File: src/rtl/rv_byte_packer.sv
// Packs a byte-wide ready/valid stream into WORD_BYTES-wide words, with a flush
// that emits a partially filled word together with its byte-enable mask.
module rv_byte_packer #(
    parameter int WORD_BYTES = 4,
    parameter int BYTE_WIDTH = 8
) (
    input  logic                             clock_port,
    input  logic                             reset_port,
    input  logic [BYTE_WIDTH-1:0]            input_port_data,
    input  logic                             input_port_valid,
    output logic                             input_port_ready,
    output logic [WORD_BYTES*BYTE_WIDTH-1:0] output_port_data,
    output logic [WORD_BYTES-1:0]            output_port_mask,
    output logic                             output_port_valid,
    input  logic                             output_port_ready,
    input  logic                             flush,
    output logic                             flush_busy
);
    localparam int CW = $clog2(WORD_BYTES);
    localparam int NW = $clog2(WORD_BYTES + 1);
    localparam logic [CW-1:0] LAST = CW'(WORD_BYTES - 1);

    logic [WORD_BYTES-2:0][BYTE_WIDTH-1:0] acc_q, acc_d;
    logic [CW-1:0]                         cnt_q, cnt_d;
    logic [WORD_BYTES-1:0][BYTE_WIDTH-1:0] out_data_q, out_data_d, word;
    logic [WORD_BYTES-1:0]                 out_mask_q, out_mask_d, mask;
    logic                                  out_valid_q, out_valid_d;
    logic                                  flush_pend_q, flush_pend_d;
    logic                                  slot_free, accept, flush_req, load, store;
    logic [NW-1:0]                         n;

    assign slot_free        = ~out_valid_q | output_port_ready;
    assign input_port_ready = ~flush_pend_q & ((cnt_q != LAST) | slot_free);
    assign accept           = input_port_valid & input_port_ready;
    assign flush_req        = flush | flush_pend_q;
    assign n                = NW'(cnt_q) + NW'(accept);

    // Candidate output word: accumulated bytes, then the byte accepted this
    // cycle at slot cnt, zeros above. Serves both full loads and flushes.
    for (genvar i = 0; i < WORD_BYTES; i++) begin : g_lane
        if (i < WORD_BYTES - 1) begin : g_acc
            assign word[i] = (NW'(i) < NW'(cnt_q)) ? acc_q[i] :
                             ((NW'(i) == NW'(cnt_q)) && accept) ? input_port_data : '0;
        end else begin : g_top
            assign word[i] = (accept && (cnt_q == LAST)) ? input_port_data : '0;
        end
        assign mask[i] = (NW'(i) < n);
    end

    always_comb begin
        acc_d        = acc_q;
        cnt_d        = cnt_q;
        out_data_d   = out_data_q;
        out_mask_d   = out_mask_q;
        out_valid_d  = out_valid_q;
        flush_pend_d = flush_pend_q;
        load         = 1'b0;
        store        = 1'b0;

        if (accept && (cnt_q == LAST)) begin
            load = 1'b1;
        end else if (flush_req) begin
            if (n == '0) begin
                flush_pend_d = 1'b0;
            end else if (slot_free) begin
                load         = 1'b1;
                flush_pend_d = 1'b0;
            end else begin
                flush_pend_d = 1'b1;
                store        = accept;
            end
        end else begin
            store = accept;
        end

        if (store) begin
            for (int i = 0; i < WORD_BYTES - 1; i++)
                if (cnt_q == CW'(i)) acc_d[i] = input_port_data;
            cnt_d = cnt_q + CW'(1);
        end

        // A new word overrides the handshake so the slot reloads without a gap.
        if (load) begin
            out_data_d  = word;
            out_mask_d  = mask;
            out_valid_d = 1'b1;
            cnt_d       = '0;
        end else if (out_valid_q && output_port_ready) begin
            out_valid_d = 1'b0;
        end
    end

    always_ff @(posedge clock_port or posedge reset_port) begin
        if (reset_port) begin
            acc_q        <= '0;
            cnt_q        <= '0;
            out_data_q   <= '0;
            out_mask_q   <= '0;
            out_valid_q  <= 1'b0;
            flush_pend_q <= 1'b0;
        end else begin
            acc_q        <= acc_d;
            cnt_q        <= cnt_d;
            out_data_q   <= out_data_d;
            out_mask_q   <= out_mask_d;
            out_valid_q  <= out_valid_d;
            flush_pend_q <= flush_pend_d;
        end
    end

    assign output_port_data  = out_data_q;
    assign output_port_mask  = out_mask_q;
    assign output_port_valid = out_valid_q;
    assign flush_busy        = flush_pend_q;
endmodule

File: config.mk
export PLATFORM = sky130hd
export DESIGN_NAME = rv_byte_packer
export DESIGN_NICKNAME = d
export VERILOG_FILES = /design/src/rtl/rv_byte_packer.sv
export SDC_FILE = /design/constraint.sdc
export NUM_CORES = 1
export LEC_CHECK = 0
export BUFFER_PORTS_ARGS = -buffer_cell sky130_fd_sc_hd__clkbuf_2
export CAP_MARGIN = 10
export CORE_MARGIN = 2
export CORE_UTILIZATION = 23
export CTS_CLUSTER_SIZE = 25
export DETAILED_ROUTE_END_ITERATION = 7
export HOLD_SLACK_MARGIN = 0.02
export PLACE_DENSITY = 0.43
export SLEW_MARGIN = 10
export SYNTH_ARGS = -nofsm -noshare
export SYNTH_HDL_FRONTEND = slang
export SYNTH_SLANG_ARGS = --single-unit
File: constraint.sdc
create_clock -name clock_port -period 3.9 [get_ports clock_port]
set_input_delay 0.585 -clock clock_port [delete_from_list [all_inputs] [get_ports clock_port]]
set_output_delay 0.585 -clock clock_port [all_outputs]
set_load 0.02 [all_outputs]
==> results.txt <==
The run finished with clean final reports. The instance count of the mapped netlist came out at 235. The count of pins over their slew limit came out at 0. The final setup TNS came out at 0 ns. The power density over the cells is 879.5 nW/um^2. The area growth from synthesis to layout is 27.94%. The via total after detailed routing is 1984. The number of different library cells used by synthesis comes to 30. Dividing the detail-routed via count by the number of cells gives 4.468. The clock-pin slew reported for the worst setup and hold paths after clock tree synthesis came out at 0.06 ns. The post-synthesis instance area came out at 2790 sq um. STA puts the critical path data required time at 4.10 ns. The portion of the clock cycle consumed by the worst path in the final layout came out at 0.7911. STA classifies the critical path endpoint as a register. The total of cells resized after clock tree synthesis is 0. In the global route stage, overall resource usage came out at 0.1107. The clock insertion delay at the later pin of the skew report came out at 0.32 ns. The relative slew slack came out at 0.4688. The count of nets left with antenna violations once routing finished came out at 0.

The initial core utilization is 0.2342. The placeable core area came out at 11910 sq um. The total of fill cells in the finished design came out at 1282. Sorting the synthesized cells by area gives the leading types as dfrtp_1, mux2_2, a21oi_1. The number of iterations in the first detailed-routing pass came out at 6. On the worst path, the slowest cell contributes a delay of 0.56 ns.

The final number of setup-violating endpoints came out at 0. The slew at the pin with the worst max-slew slack is 0.7950 ns. During I/O placement, the number of pins put on the boundary was 52. For this block, the initial DRC count from the detailed router was 89.

The sequential cells in the finished layout cover a total of 1602 sq um. The average wire per standard cell came out at 15.44 um. The synthesized area divided by synthesized cell count came out at 11.87 sq um. For this run, the share of the core covered by cells in the final layout is 0.2997. The synthesized net count is 255. Entering global routing, the biggest net connects 37 pins.

The placed instances occupy a cell area of 3252 sq um. The hold buffer count at cts came out at 0. The share of flip-flops with an asynchronous set or reset after synthesis came out at 1.000. The wire length of the first global-routing pass is 10780 um. The achievable clock frequency is 0.3241 GHz.

For this run, the leading register cell type out of synthesis is dfrtp_1. The final global-route overflow total came out at 0. The number of antenna violations at the first check in global routing is 0. The via count of the first global-routing pass is 1950.

The number of inserted diodes is 0. The synthesis-stage register bit count is 64. At the end of routability-driven placement, the weighted congestion stood at 0.6959. For this block, the routed nets add up to 6857 um of wire.

The layout cell share with drive strength beyond 1 is 0.3502. The detailed placer's ending HPWL is 4829 um. The worst setup path is of the reg -> reg kind. Summed over all cells, the static leakage comes to 1.612 nW. The max capacitance violation total came out at 0.

Of all nets on the critical path, the largest fanout is 31. The slowest stage of the critical path belongs to the cell o32ai_1. The die area is 13030 sq um.

The quantity of I/O buffers inserted on ports is 51. Once the clock tree was built, the setup fixing pass inserted 0 buffers. STA classifies the critical path startpoint as a register. The startpoint identified for the worst register-to-register timing path is output_port_valid. The number of synthesized flops with an enable pin came out at 0. After detailed routing, the number of remaining DRC violations is 0. The final design area excluding fillers is 3570 sq um. The register area share after synthesis came out at 0.5740. The clock root buffer master is clkbuf_16. The Yosys warning count came out at 0. The reg-to-reg setup timing slack is 0.81 ns. The setup skew after layout is 0.01045 ns. The level count of the clock H-tree came out at 3.

The worst-case IR drop observed on VDD is 0.2656 mV. The maximum buffer depth of the clock tree came out at 2. The final critical delay including setup and external delays came out at 3.085 ns. The die extent in x came out at 114.1 um.

The TritonCTS buffer count came out at 9. The endpoint of the most critical register-to-register path is output_port_data[11]. The number of nets in the final layout came out at 312. After synthesis, the most frequently instantiated cells are dfrtp_1, nor2_1, a21oi_1.

The worst hold path belongs to the class in -> async. The number of hold-slack violations in the final timing report is 0. The biggest area contributor in the post-synthesis netlist is dfrtp_1. TritonCTS built the clock tree.

The share of Yosys cell area claimed by the top area cell type came out at 0.5740. The footprint of the multi-input gates is 1127 sq um. Setup repair after global routing left no endpoint under its margin. The critical path goes through nor2b_1 > a21oi_1 > ha_1 > inv_1 > ha_1 > o32ai_1 > a21oi_4 > buf_12 > nor2_1 > a21oi_1. The die is 114.1 um tall. The cell depth of the worst flop-to-flop path is 10. CTS saw 64 sinks.

After floorplanning, the core was divided into 40 placement rows. Yosys instantiated no cell more often than dfrtp_1. Data arrives at the worst endpoint at 3.28 ns.
## kinds of logic (layout without fill, tap and decap cells)
kind of cell,after synthesis,in the layout,synth area share
AO/OA/AOI/OAI,66,66,0.1646
flip-flops,64,64,0.5740
AND/OR/NAND/NOR,52,52,0.09238
multiplexers,27,27,0.1085
buffers and inverters,18,80,0.02601
adder cells (fa/ha/maj),7,7,0.03139
XOR/XNOR,1,1,0.003140
## power by group
part / leakage, nW / internal, mW / switching [mW]
clock: 0.155 / 0.547 / 0.288
sequential: 0.786 / 0.966 / 0.170
combinational: 0.671 / 0.474 / 0.696
total: 1.61 / 1.99 / 1.15
## layer usage
layer,up-vias,share of wire,GRT usage
met4,0,0.0058,0.03415
li1,956,-,-
met3,2,0.043,0.03759
met5,-,0,0
met1,987,0.49,0.1518
met2,39,0.46,0.1655
## layout by cell type (no fill, tap or decap), types with 3 or more instances in the layout
cell type / count
a22oi_1: 16
inv_1: 6
nor2_1: 32
a31oi_1: 9
a22o_1: 8
clkbuf_8: 3
buf_4: 5
dfrtp_1: 64
mux2_1: 4
clkbuf_16: 9
a21oi_1: 28
mux2_2: 22
nor2b_1: 9
ha_1: 7
clkbuf_2: 51
## layout make-up
class,count,area share
tap,147,0.05152
clock buffer,12,0.07466
clock inverter,4,0.01437
multi-input combinational,153,0.3158
inverter,7,0.007361
timing repair buffer,57,0.08763
sequential,64,0.4487
## metrics by stage
step                      setup slack [ns]  hold slack [ns]  cells  power (mW)
final                               0.8146           0.3910    444       3.139
after global routing                0.5099           0.4676    444       3.367
after CTS                           0.8023           0.4268    444       3.197
after detailed placement            0.5412           0.4737    428       2.346
after global placement              0.6142           0.4664    428       2.322
after floorplan                     0.8766           0.4562    235       1.953
## how the worst max path moves through the flow
stage                                  from                    to  slack, ns
after global placement    output_port_ready  output_port_data[13]       0.61
after detailed placement  output_port_ready  output_port_data[11]       0.54
after CTS                 output_port_valid  output_port_data[11]       0.80
after floorplan                    cnt_q[1]             acc_q[16]       0.88
final                     output_port_valid  output_port_data[11]       0.81
after global routing      output_port_valid  output_port_data[10]       0.51
## worst max-delay path: cells and delay by family, from the launching register on
family	cells	cell delay, ns
AO/OA/AOI/OAI	4	1.16
buffers and inverters	2	0.31
adder cells (fa/ha/maj)	2	0.48
AND/OR/NAND/NOR	2	0.65
flip-flops	1	0.36
## sequential cells by signal, indices dropped and copies added, names as in the netlist
register and flops:
acc_q 24, cnt_q 2, flush_busy 1, output_port_data 32, output_port_mask 4, output_port_valid 1
(Power assumes the default switching activity.)
